===== src/rtl/branch_resolve_if.sv =====
// Execute-stage branch resolution bus: instruction/operands in, redirect/flush/link out.
interface branch_resolve_if;
  logic        i_valid;
  logic        i_is_branch;
  logic        i_is_jal;
  logic        i_is_jalr;
  logic [2:0]  i_funct3;
  logic [31:0] i_pc;
  logic [31:0] i_imm;
  logic [31:0] i_rs1;
  logic [31:0] i_rs2;
  logic        i_stall;
  logic        o_b_taken;
  logic [31:0] o_b_pc;
  logic        o_flush;
  logic [31:0] o_link;
  logic        o_link_valid;
  logic        o_misalign;
  logic        o_busy;

  modport master (
    output i_valid, i_is_branch, i_is_jal, i_is_jalr, i_funct3,
           i_pc, i_imm, i_rs1, i_rs2, i_stall,
    input  o_b_taken, o_b_pc, o_flush, o_link, o_link_valid, o_misalign, o_busy
  );

  modport slave (
    input  i_valid, i_is_branch, i_is_jal, i_is_jalr, i_funct3,
           i_pc, i_imm, i_rs1, i_rs2, i_stall,
    output o_b_taken, o_b_pc, o_flush, o_link, o_link_valid, o_misalign, o_busy
  );
endinterface


===== src/rtl/branch_resolve.sv =====
// Resolves branches/JAL/JALR, issues a stall-tolerant redirect to fetch and
// flushes the younger IF/ID instructions for FLUSH_CYCLES cycles.
module branch_resolve #(
  parameter int unsigned FLUSH_CYCLES = 2
) (
  input  logic              i_clk,
  input  logic              i_rst,
  branch_resolve_if.slave   bus
);
  localparam int unsigned XLEN  = 32;
  localparam int unsigned CNT_W = (FLUSH_CYCLES > 1) ? $clog2(FLUSH_CYCLES) : 1;

  typedef enum logic [1:0] {IDLE, REDIRECT, FLUSH} state_t;

  state_t            state;
  logic [CNT_W-1:0]  cnt;
  logic              b_taken_q;
  logic [XLEN-1:0]   b_pc_q;
  logic              flush_q;
  logic [XLEN-1:0]   link_q;
  logic              link_valid_q;
  logic              misalign_q;

  logic              cond_c;
  logic              taken_c;
  logic              jump_c;
  logic [XLEN-1:0]   target_c;

  // Branch condition, taken decision and target address.
  always_comb begin
    cond_c = 1'b0;
    case (bus.i_funct3)
      3'b000:  cond_c = (bus.i_rs1 == bus.i_rs2);
      3'b001:  cond_c = (bus.i_rs1 != bus.i_rs2);
      3'b100:  cond_c = ($signed(bus.i_rs1) <  $signed(bus.i_rs2));
      3'b101:  cond_c = ($signed(bus.i_rs1) >= $signed(bus.i_rs2));
      3'b110:  cond_c = (bus.i_rs1 <  bus.i_rs2);
      3'b111:  cond_c = (bus.i_rs1 >= bus.i_rs2);
      default: cond_c = 1'b0;
    endcase
    jump_c   = bus.i_is_jal | bus.i_is_jalr;
    taken_c  = jump_c | (bus.i_is_branch & cond_c);
    target_c = bus.i_is_jalr ? ((bus.i_rs1 + bus.i_imm) & ~XLEN'(1))
                             : (bus.i_pc + bus.i_imm);
  end

  // Redirect FSM with registered outputs.
  always_ff @(posedge i_clk or posedge i_rst) begin
    if (i_rst) begin
      state        <= IDLE;
      cnt          <= '0;
      b_taken_q    <= 1'b0;
      b_pc_q       <= '0;
      flush_q      <= 1'b0;
      link_q       <= '0;
      link_valid_q <= 1'b0;
      misalign_q   <= 1'b0;
    end else begin
      link_valid_q <= 1'b0;
      misalign_q   <= 1'b0;
      case (state)
        IDLE: begin
          if (bus.i_valid) begin
            if (jump_c) begin
              link_q       <= bus.i_pc + XLEN'(4);
              link_valid_q <= 1'b1;
            end
            if (taken_c) begin
              b_pc_q <= target_c;
              if (target_c[1:0] != 2'b00) begin
                misalign_q <= 1'b1;
              end else begin
                state     <= REDIRECT;
                b_taken_q <= 1'b1;
                flush_q   <= 1'b1;
              end
            end
          end
        end
        REDIRECT: begin
          // Hold target and request until fetch takes it.
          if (!bus.i_stall) begin
            b_taken_q <= 1'b0;
            if (FLUSH_CYCLES > 1) begin
              state <= FLUSH;
              cnt   <= CNT_W'(FLUSH_CYCLES - 1);
            end else begin
              state   <= IDLE;
              flush_q <= 1'b0;
            end
          end
        end
        FLUSH: begin
          if (cnt <= CNT_W'(1)) begin
            state   <= IDLE;
            flush_q <= 1'b0;
            cnt     <= '0;
          end else begin
            cnt <= cnt - CNT_W'(1);
          end
        end
        default: begin
          state     <= IDLE;
          b_taken_q <= 1'b0;
          flush_q   <= 1'b0;
        end
      endcase
    end
  end

  assign bus.o_b_taken    = b_taken_q;
  assign bus.o_b_pc       = b_pc_q;
  assign bus.o_flush      = flush_q;
  assign bus.o_link       = link_q;
  assign bus.o_link_valid = link_valid_q;
  assign bus.o_misalign   = misalign_q;
  assign bus.o_busy       = (state != IDLE);
endmodule


===== src/flat_wrapper.sv =====
// flat-port wrapper written by rule: the top's interface ports become plain ports
module branch_resolve_flat 
#(
  parameter int unsigned FLUSH_CYCLES = 2
)
  (i_clk, i_rst, bus_i_valid, bus_i_is_branch, bus_i_is_jal, bus_i_is_jalr, bus_i_funct3, bus_i_pc, bus_i_imm, bus_i_rs1, bus_i_rs2, bus_i_stall, bus_o_b_taken, bus_o_b_pc, bus_o_flush, bus_o_link, bus_o_link_valid, bus_o_misalign, bus_o_busy);
  branch_resolve_if bus_i ();
  input  logic i_clk;
  input  logic i_rst;
  input wire logic [$bits(bus_i.i_valid)-1:0] bus_i_valid;
  input wire logic [$bits(bus_i.i_is_branch)-1:0] bus_i_is_branch;
  input wire logic [$bits(bus_i.i_is_jal)-1:0] bus_i_is_jal;
  input wire logic [$bits(bus_i.i_is_jalr)-1:0] bus_i_is_jalr;
  input wire logic [$bits(bus_i.i_funct3)-1:0] bus_i_funct3;
  input wire logic [$bits(bus_i.i_pc)-1:0] bus_i_pc;
  input wire logic [$bits(bus_i.i_imm)-1:0] bus_i_imm;
  input wire logic [$bits(bus_i.i_rs1)-1:0] bus_i_rs1;
  input wire logic [$bits(bus_i.i_rs2)-1:0] bus_i_rs2;
  input wire logic [$bits(bus_i.i_stall)-1:0] bus_i_stall;
  output wire logic [$bits(bus_i.o_b_taken)-1:0] bus_o_b_taken;
  output wire logic [$bits(bus_i.o_b_pc)-1:0] bus_o_b_pc;
  output wire logic [$bits(bus_i.o_flush)-1:0] bus_o_flush;
  output wire logic [$bits(bus_i.o_link)-1:0] bus_o_link;
  output wire logic [$bits(bus_i.o_link_valid)-1:0] bus_o_link_valid;
  output wire logic [$bits(bus_i.o_misalign)-1:0] bus_o_misalign;
  output wire logic [$bits(bus_i.o_busy)-1:0] bus_o_busy;
  assign bus_i.i_valid = bus_i_valid;
  assign bus_i.i_is_branch = bus_i_is_branch;
  assign bus_i.i_is_jal = bus_i_is_jal;
  assign bus_i.i_is_jalr = bus_i_is_jalr;
  assign bus_i.i_funct3 = bus_i_funct3;
  assign bus_i.i_pc = bus_i_pc;
  assign bus_i.i_imm = bus_i_imm;
  assign bus_i.i_rs1 = bus_i_rs1;
  assign bus_i.i_rs2 = bus_i_rs2;
  assign bus_i.i_stall = bus_i_stall;
  assign bus_o_b_taken = bus_i.o_b_taken;
  assign bus_o_b_pc = bus_i.o_b_pc;
  assign bus_o_flush = bus_i.o_flush;
  assign bus_o_link = bus_i.o_link;
  assign bus_o_link_valid = bus_i.o_link_valid;
  assign bus_o_misalign = bus_i.o_misalign;
  assign bus_o_busy = bus_i.o_busy;
  branch_resolve #(.FLUSH_CYCLES(FLUSH_CYCLES)) u_core (.i_clk(i_clk), .i_rst(i_rst), .bus(bus_i));
endmodule

===== config.mk =====
export PLATFORM = sky130hd
export DESIGN_NAME = branch_resolve_flat
export DESIGN_NICKNAME = d
export VERILOG_FILES = /design/src/rtl/branch_resolve_if.sv /design/src/rtl/branch_resolve.sv /design/src/flat_wrapper.sv
export SDC_FILE = /design/constraint.sdc
export NUM_CORES = 1
export LEC_CHECK = 0
export ABC_AREA = 1
export BUFFER_PORTS_ARGS = -buffer_cell sky130_fd_sc_hd__buf_2
export CAP_MARGIN = 20
export CORE_UTILIZATION = 28
export DETAILED_ROUTE_END_ITERATION = 10
export PLACE_DENSITY = 0.5
export SYNTH_ARGS = -nofsm -noshare
export SYNTH_HDL_FRONTEND = slang
export SYNTH_SLANG_ARGS = --single-unit

===== constraint.sdc =====
create_clock -name i_clk -period 2.45 [get_ports i_clk]
set_clock_uncertainty 0.05 [all_clocks]
set_input_delay 0.3675 -clock i_clk [delete_from_list [all_inputs] [get_ports i_clk]]
set_output_delay 0.3675 -clock i_clk [all_outputs]
set_load 0.01 [all_outputs]

==> impl_summary.md, run 1 <==
CTS
The cell sitting at the root of the clock tree is a clkbuf_16. The clock latency at the later pin of the worst-skew pair is 0.35 ns. The total of hold buffers inserted after clock tree synthesis is 0.

Clock-pin slew was measured on the worst setup and hold paths at 0.06 ns. The total number of clock tree sinks is 70. In this run the deepest clock path goes through 2 buffers.

The CTS tree is built. In this run, CTS created clock tree buffers numbering 9. The H-tree was split into 3 levels.

Setup path
The worst setup path is captured at a flip-flop. The worst setup path is of the in2reg kind. Walking the worst path, the cells encountered are buf_2 -> ha_1 -> nand2_1 -> nor2_1 -> inv_1 -> nor3_1 -> a21oi_2 -> buf_4 -> buf_4 -> o21ai_0 -> a21oi_1 -> o21ai_0 -> o21ai_0 -> nand2_1 -> nand2_1. For the worst setup path, the data arrival time is 2.54 ns. For this run, the slowest stage of the critical path takes 0.36 ns. STA classifies the critical path startpoint as an input pin. For this design, the slowest cell found on the critical path is o21ai_0. The data required time at the worst endpoint is 2.64 ns. Along the worst path, the maximum fanout reaches 4.

Placement
In this run, placement finished with an instance count of 2060. The wire-length estimate of the detail-placed layout is 26800 um. Port buffering added 206 buffers. The global placement routability congestion is 0.923. Once placement finished, the instance area stood at 0.0112 sq mm. The worst setup slack before clock tree synthesis is -0.449 ns.

STA
For the pin with the worst max-slew slack, the measured transition is 0.476 ns. The smallest hold slack is 0.0428 ns. The fmax is 426 MHz. Setup violations remaining at the end of the flow were counted as 0.

The number of max-slew violations in the final report is 0. The setup total negative slack is 0 ns. In this run the tightest slew margin relative to its limit is 67.8%. The number of hold violations in the final report is 0. The worst path needs 2.35 ns of the cycle, external delays included. The post-route fraction of the period consumed by the critical path is 95.9%. The smallest setup slack after layout is 0.102 ns.

Pwr
The completed layout was analyzed and its total power is 7.13 mW. The combinational share of power is 52.7%. The internal power of the cells totals 4.11 mW. Of the total power, the clock network draws 19.3%. IR analysis of the VDD net gives a maximum drop of 0.404 mV. In this run, flip-flops and latches consume 28.0% of the power.

The switching power summed over all nets is 3.02 mW. For this design the ratio of total power to cell area is 596 mW/mm^2. In this run the static leakage power is 6.56 nW.

In this run switching power makes up 42.4% of total power.

Status
The run finished with clean final reports.

Drt
Across all layers, the routed design uses 9780 vias. The detail route stage leaves a number of antenna-violating nets equal to 0. The number of DRC violations after detailed-routing iteration 0 is 558. Using the TritonRoute via totals, the vias-per-cell ratio works out to 4.70. The final routed wirelength across all metal layers is 32500 um. For this run, the detailed router's first-pass iteration total came to 5. The wire length per cell after detailed routing is 15.6 um.

After detailed routing, the number of remaining DRC violations is 0.

Floorplan
The die is 172 um tall. The cell row count is 61. The die covers 0.0296 sq mm. The core region is 0.0281 sq mm. Pin placement for this block handled 207 I/O pins. For this configuration, the core starts out at a cell density of 28.8%. Measured along the x axis, the die boundary spans 172 um.

GRT
The overall track demand over capacity in global routing is 21.9%. The first global-routing pass estimated 49400 um of wire. The initial antenna violation count is 0.

The total overflow left after global routing is 0. The largest net degree at the start of global routing is 71. The via count of the first global-routing pass came to 9359.

Finish
0 antenna diodes ended up in the layout. The top cell types in the final layout, fill and taps aside, are 379 x nand2_1, 221 x buf_4, 202 x buf_2, 160 x inv_1, 103 x a21oi_1. With fillers left out, the area of the finished cells amounts to 0.0120 sq mm. Leaving out filler cells and counting taps, the final layout contains 2082. The most common cell after layout, fill and taps aside is nand2_1. Across the whole layout, storage elements account for 0.00175 sq mm. The area taken by multi-input logic gates is 0.00594 sq mm.

The layout overhead on the synthesized area is 47.7%. The total of fill cells in the finished design is 3112. The final layout contains 1934 nets.

The post-route netlist has 31.2% of its cells at a drive strength greater than 1. The end-of-flow core utilization is 42.6%.

Synth
The number of flops mapped to enable cells by yosys is 0. The distinct cell type count after synthesis is 49. Of all flip-flops after synthesis, the portion carrying an async set or reset was 100%. After synthesis the netlist holds a flip-flop and latch count of 70. The most used flip-flop cell after synthesis is dfrtp_1. Yosys printed 0 warnings. The net count of the mapped netlist is 1508. The register area share after synthesis is 21.6%. After synthesis the cells add up to 0.00810 sq mm. Averaged over all synthesized cells, the footprint is 6.36 sq um. The post-synthesis cell count is 1274.

Flow run
Across the run, the number of max-cap violations was 0.

Min path
The worst hold-check path type is in2async.
worst max-delay path: cells and delay by family:
family	cells	cell delay, ns
simple gates	5	0.52
compound gates	5	0.80
fa+ha+maj	1	0.35
buf+inv	4	0.49
what timing repair did:
action,in CTS,in global routing
endpoints found under the setup margin,32,36
pin swaps,2,21
gates resized for setup,10,82
cloned,1,2
buffers inserted,1,3
power by group through the flow:
| stage | Clock (mW) | Combinational [mW] | Sequential [mW] |
|---|---|---|---|
| 2_1_floorplan | 0 | 1.61 | 2.23 |
| 3_3_place_gp | 0 | 3.50 | 2.03 |
| 3_5_place_dp | 0 | 3.54 | 2.01 |
| 4_1_cts | 1.41 | 3.64 | 2.00 |
| 5_1_grt | 1.45 | 4.23 | 2.07 |
| 6_report | 1.38 | 3.76 | 2.00 |
registers in the layout, indices dropped and copies added (netlist names):
signal / flops
u_core.bus.o_b_pc: 32
u_core.bus.o_link: 32
u_core.state: 2
u_core.bus.o_b_taken: 1
u_core.bus.o_flush: 1
u_core.bus.o_link_valid: 1
u_core.bus.o_misalign: 1
synthesized netlist by cell type (3+ instances only):
library cell    n  area (sq um)
nand4_1        17           106
nor2_4          3          33.8
nor3_1         16          80.1
inv_1         168           631
nand3_1        47           235
a31oi_1        12          75.1
xor2_1         24           210
ha_1           94          1180
buf_6           4          45.0
o21ai_0        93           465
a21boi_0        6          45.0
a21oi_1       110           551
o21ai_1         6          30.0
nor2_2          5          31.3
nand2_2         4          25.0
a21o_1         10          75.1
a221oi_1        4          35.0
xnor2_1        17           149
nor2_1        106           398
nand2_1       394          1480
o31ai_1         3          22.5
clkbuf_1        9          33.8
dfrtp_1        70          1750
o21bai_1       10          75.1
o311ai_0        3          26.3
nor4_1          6          37.5
worst paths after layout:
| path | start | end | slack (ns) | depth (start not counted) |
|---|---|---|---|---|
| worst max-delay path | bus_i_imm[12] | u_core.bus.o_b_pc[29] | 0.10 | 15 |
| worst min-delay path | i_rst | u_core.bus.o_link[4] | 0.04 | 3 |
| worst max register to register | u_core.state[0] | u_core.bus.o_link[5] | 0.51 | 10 |
| worst min register to register | u_core.bus.o_b_pc[16] | u_core.bus.o_b_pc[16] | 0.41 | 2 |
| max in group asynchronous | i_rst | u_core.bus.o_link[31] | 1.96 | 3 |
| min in group i_clk | bus_i_stall | u_core.state[1] | 0.16 | 2 |
cell type report:
cell class                      count  share of cell area [%]
Clock buffer                       10                    2.00
Clock inverter                      5                   0.491
Inverter                          171                    5.47
Multi-Input combinational cell   1015                    49.6
Sequential cell                    70                    14.6
Tap cell                          378                    3.95
Timing Repair Buffer              433                    23.8
cells by family (layout without fill, tap and decap cells):
family                   count (synthesis)  after routing  share of synthesized area, %
adder cells (fa/ha/maj)                 96             96                          15.0
AO/OA/AOI/OAI                          271            271                          18.7
AND/OR/NAND/NOR                        607            607                          30.9
flip-flops                              70             70                          21.6
XOR/XNOR                                41             41                          4.43
buffers and inverters                  189            619                          9.28
per-layer routing:
metal / up-vias / routed length (um) / global-route usage (%)
met1: 4430 / 15500 / 29.2
li1: 5053 / - / -
met3: 24 / 1630 / 3.23
met5: - / 0 / 0
met4: 0 / 614 / 5.08
met2: 273 / 14800 / 36.9
(Power assumes the default switching activity.)
==> inputs of run 2 (changes only) <==
--- a/config.mk
+++ b/config.mk
@@ -5,7 +5,6 @@
 export SDC_FILE = /design/constraint.sdc
 export NUM_CORES = 1
 export LEC_CHECK = 0
-export ABC_AREA = 1
 export BUFFER_PORTS_ARGS = -buffer_cell sky130_fd_sc_hd__buf_2
 export CAP_MARGIN = 20
 export CORE_UTILIZATION = 28
==> run 2 against run 1 <==
The flow now finishes with violations (setup timing); clock-buffer cell count shrank 1; flip-flop and latch count is the same; combinational power shrank 11%; worst hold slack is essentially flat; critical path type unchanged; critical endpoint is now u_core.bus.o_b_pc[17].
==> impl_summary.md, run 2 <==
STA
Setup repair after global routing could not meet its margin everywhere. The setup total negative slack was -13.00 ns (was 0 ns). The smallest hold slack is 0.0424 ns (was 0.0428 ns). The fmax came to 347 MHz (was 426 MHz). The worst-margin pin slew came to 0.663 ns (was 0.476 ns).

The tightest slew margin relative to the limit is 55.8% (was 67.8%). The smallest setup slack after layout came to -0.429 ns (was 0.102 ns). The number of max-slew violations in the final report is 0 (unchanged). The post-route fraction of the period consumed by the critical path was 117% (was 95.9%). The count of final setup violators was 36 (was 0). The shortest clock period the worst path allows after layout was 2.88 ns (was 2.35 ns).

The number of hold violations in the final report came to 0 (unchanged).

GRT
The via count of the first global-routing pass is 8127 (was 9359). The met1 routing resource usage after global routing was 27.6% (was 29.2%). The global-route wire length before repair was 43000 um (was 49400 um). The met2 track utilization from global routing is 34.2% (was 36.9%).

The total congestion overflow is 0 (unchanged). The largest net degree at the start of global routing is 71 (unchanged). The initial antenna violation count is 0 (unchanged). The global routing met3 resource utilization was 3.34% (was 3.23%). The global routing's busiest layer was met2 (unchanged). The overall track demand over capacity in global routing is 20.7% (was 21.9%).

CTS
The CTS tree is built (unchanged). The clock latency at the later pin of the worst-skew pair is 0.36 ns (was 0.35 ns). The root buffer cell was clkbuf_16 (unchanged).

The number of buffers added by the clock tree synthesis step is 9 (unchanged). The clock input transition at the sequential cells of the worst setup and hold paths was 0.07 ns (was 0.06 ns). The maximum level of the CTS H-tree was 3 (unchanged).

The total number of clock tree sinks is 70 (unchanged). The clock tree buffer depth is 2 (unchanged).

Drt
The routed via count divided by cell count is 4.94 (was 4.70). The number of DRC violations after detailed-routing iteration 0 was 371 (was 558). The final routed wirelength across all metal layers is 27800 um (was 32500 um). The antenna violation net count after detailed routing is 0 (unchanged).

The wire length per cell after detailed routing is 16.4 um (was 15.6 um). The routed via count is 8405 (was 9780). The first-pass iteration count of the detailed router is 5 (unchanged). The DRC violations left is 0 (unchanged).

Synth
The combinational family with the most area after synthesis was compound AO/OA/AOI/OAI gates (was simple AND/OR/NAND/NOR gates). The post-synthesis cell type with the largest combined area is dfrtp_1 (unchanged). The portion of netlist area occupied by mux cells is 2.45% (was 0%). The count of state elements after synthesis is 70 (unchanged). The portion of synthesized cell area occupied by the leading cell type is 23.7% (was 21.6%). The register area share after synthesis was 23.7% (was 21.6%). The post-synthesis async set-or-reset flop share was 100% (unchanged). The post-synthesis cell count came to 940 (was 1274). The xor/xnor share of the synthesized area was 9.00% (was 4.43%).

Synth top cells by count: 125 x a21oi_1, 108 x nor2_1, 94 x ha_1 (was 394 x nand2_1, 168 x inv_1, 110 x a21oi_1). The post-synthesis area per instance is 7.86 sq um (was 6.36 sq um). The leading cell type by number of instances after synthesis is a21oi_1 (was nand2_1). The post-synthesis instance area is 0.00739 sq mm (was 0.00810 sq mm).

The share of synthesized cell area in and, or, nand and nor gates came to 20.0% (was 30.9%). The compound-cell area share of the yosys netlist was 23.7% (was 18.7%). The post-synthesis adder-cell area fraction was 16.5% (was 15.0%).

Cells taking the most area after synthesis: dfrtp_1 24%, ha_1 16%, a21oi_1 8.5% (was dfrtp_1 22%, nand2_1 18%, ha_1 15%). The number of flops mapped to enable cells by yosys is 0 (unchanged). The distinct cell type count after synthesis is 72 (was 49). The prevailing post-synth register cell is dfrtp_1 (unchanged). The net count of the mapped netlist was 1174 (was 1508). The count of warnings emitted by yosys came to 0 (unchanged).

Finish
The cell area after layout came to 0.0113 sq mm (was 0.0120 sq mm). The number of nets in the finished design is 1596 (was 1934). The combined flip-flop and latch cell area is 0.00175 sq mm (unchanged). The area taken by multi-input logic gates is 0.00571 sq mm (was 0.00594 sq mm). The total of fill cells in the finished design is 2701 (was 3112).

The end-of-flow core utilization is 43.7% (was 42.6%). The most common cell after layout, fill and taps aside is buf_4 (was nand2_1). The layout overhead on the synthesized area is 53.5% (was 47.7%). Leading cell types in the layout, fill and taps excluded: 214 x buf_4, 203 x buf_2, 107 x a21oi_1, 99 x nor2_1, 82 x ha_1 (was 379 x nand2_1, 221 x buf_4, 202 x buf_2, 160 x inv_1, 103 x a21oi_1). The share of post-route cells with drive strength above 1 came to 39.5% (was 31.2%). The number of diodes came to 0 (unchanged).

Min path
The worst hold-check path type is in2async (unchanged).

Placement
The global placement routability congestion came to 0.883 (was 0.923). The post-detailed-placement cell area is 0.0107 sq mm (was 0.0112 sq mm). The quantity of I/O buffers inserted on ports is 206 (unchanged). The post-DP HPWL was 22900 um (was 26800 um).

Setup path
Critical path, cell by cell: buf_6 -> buf_6 -> ha_4 -> nand4_1 -> or3_4 -> o221ai_4 -> a211oi_4 -> mux2_4 -> nor4b_4 -> buf_6 -> buf_12 -> mux2_4 (was buf_2 -> ha_1 -> nand2_1 -> nor2_1 -> inv_1 -> nor3_1 -> a21oi_2 -> buf_4 -> buf_4 -> o21ai_0 -> a21oi_1 -> o21ai_0 -> o21ai_0 -> nand2_1 -> nand2_1). The worst-path maximum fanout is 7 (was 4). The endpoint type of the worst setup path is a flip-flop (unchanged). The startpoint class of the critical path is an input pin (unchanged).

The path type of the worst setup path was in2reg (unchanged). The data required time at the worst endpoint is 2.65 ns (was 2.64 ns). The critical path's slowest cell is or3_4 (was o21ai_0). The worst stage delay on the critical path was 0.41 ns (was 0.36 ns). The data arrival time of the critical path was 3.07 ns (was 2.54 ns).

Among the stages of the critical path, the cell type that occurs most often is buf_6.

Pwr
The leakage power summed over all cells came to 5.42 nW (was 6.56 nW). The power per cell area was 580 mW/mm^2 (was 596 mW/mm^2). The worst IR drop on VDD is 0.439 mV (was 0.404 mV).

The power after layout was 6.58 mW (was 7.13 mW).

Status
The checks that failed: setup timing. Run status: finished, violations left (was finished clean).

Floorplan
The floorplan die area came to 0.0271 sq mm (was 0.0296 sq mm). The cell row count was 59 (was 61). The die width is 164 um (was 172 um). The top-level port count is 207 (unchanged). The die outline height was 164 um (was 172 um).

The effective utilization at floorplan is 28.4% (was 28.8%). The core outline area came to 0.0260 sq mm (was 0.0281 sq mm).

Flow run
The number of violations of the max-capacitance limit is 0 (unchanged).
-- run 2: changes by cell type after synthesis, moves of 8 or more --
cell / change
nand2_1: -322
inv_1: -104
o21ai_0: -50
xnor2_1: +29
and3_1: +16
a21oi_1: +15
nand3_1: -15
nand2b_1: +9
mux2_2: +8
mux2i_1: +8
-- run 2: worst max-delay path: cells and delay by family --
family | cells | cell delay, ns
AND/OR/NAND/NOR | 3 | 0.85
adder cells (fa/ha/maj) | 1 | 0.26
multiplexers | 2 | 0.63
AO/OA/AOI/OAI | 2 | 0.44
buffers and inverters | 4 | 0.52
-- run 2: cell families after synthesis --
kind of cell             count (synthesis)
flip-flops                              70
AO/OA/AOI/OAI                          282
adder cells (fa/ha/maj)                 96
XOR/XNOR                                76
buffers and inverters                   88
multiplexers                            17
AND/OR/NAND/NOR                        311
-- run 2: routing by layer --
layer / part of all wire [%] / wire length, um / up-vias
met3: 4.7 / 1310 / 30
met2: 46 / 12900 / 200
met5: 0 / 0 / -
met4: 1.8 / 503 / 0
li1: - / - / 4259
met1: 47 / 13100 / 3916
-- run 2: final timing paths --
path / start / to / slack, ns / cells after the start
worst min-delay path: i_rst / u_core.bus.o_link[30] / 0.04 / 3
worst max register to register: u_core.state[1] / u_core.bus.o_b_pc[17] / 0.03 / 9
worst min register to register: u_core.bus.o_b_taken / u_core.bus.o_b_taken / 0.43 / 2
max in group asynchronous: i_rst / u_core.bus.o_link[22] / 1.96 / 3
min in group i_clk: bus_i_stall / u_core.state[1] / 0.14 / 2
worst max-delay path: bus_i_rs1[14] / u_core.bus.o_b_pc[17] / -0.43 / 12
-- run 2: cell type report --
| cell class | instances | area share, % |
|---|---|---|
| clock buffers | 9 | 1.99 |
| clock inverters | 7 | 0.574 |
| flip-flops and latches | 70 | 15.4 |
| repair buffers | 435 | 25.6 |
| multi-input cells | 782 | 50.4 |
| well taps | 335 | 3.70 |
| inverters | 64 | 2.38 |
-- run 2: power breakdown --
group	leakage, nW	internal [mW]	switching (mW)	total, mW
logic	4.49	1.63	1.72	3.35
registers	0.789	1.59	0.295	1.88
clock network	0.140	0.712	0.638	1.35
total	5.42	3.92	2.66	6.58
-- run 2: metrics by stage --
| step | std cells | setup WS, ns |
|---|---|---|
| 2_1_floorplan | 940 | -0.342 |
| 3_3_place_gp | 1674 | -0.852 |
| 3_5_place_dp | 1674 | -0.879 |
| 4_1_cts | 1699 | -0.385 |
| 5_1_grt | 1702 | -0.522 |
| 6_report | 1702 | -0.429 |
-- run 2: repair_timing --
item	CTS	global route
cloned	3	0
hold buffers	0	0
endpoints found under the setup margin	36	36
hold endpoints to repair	0	0
pin swaps	5	9
gates resized for setup	32	36
setup buffers	6	5
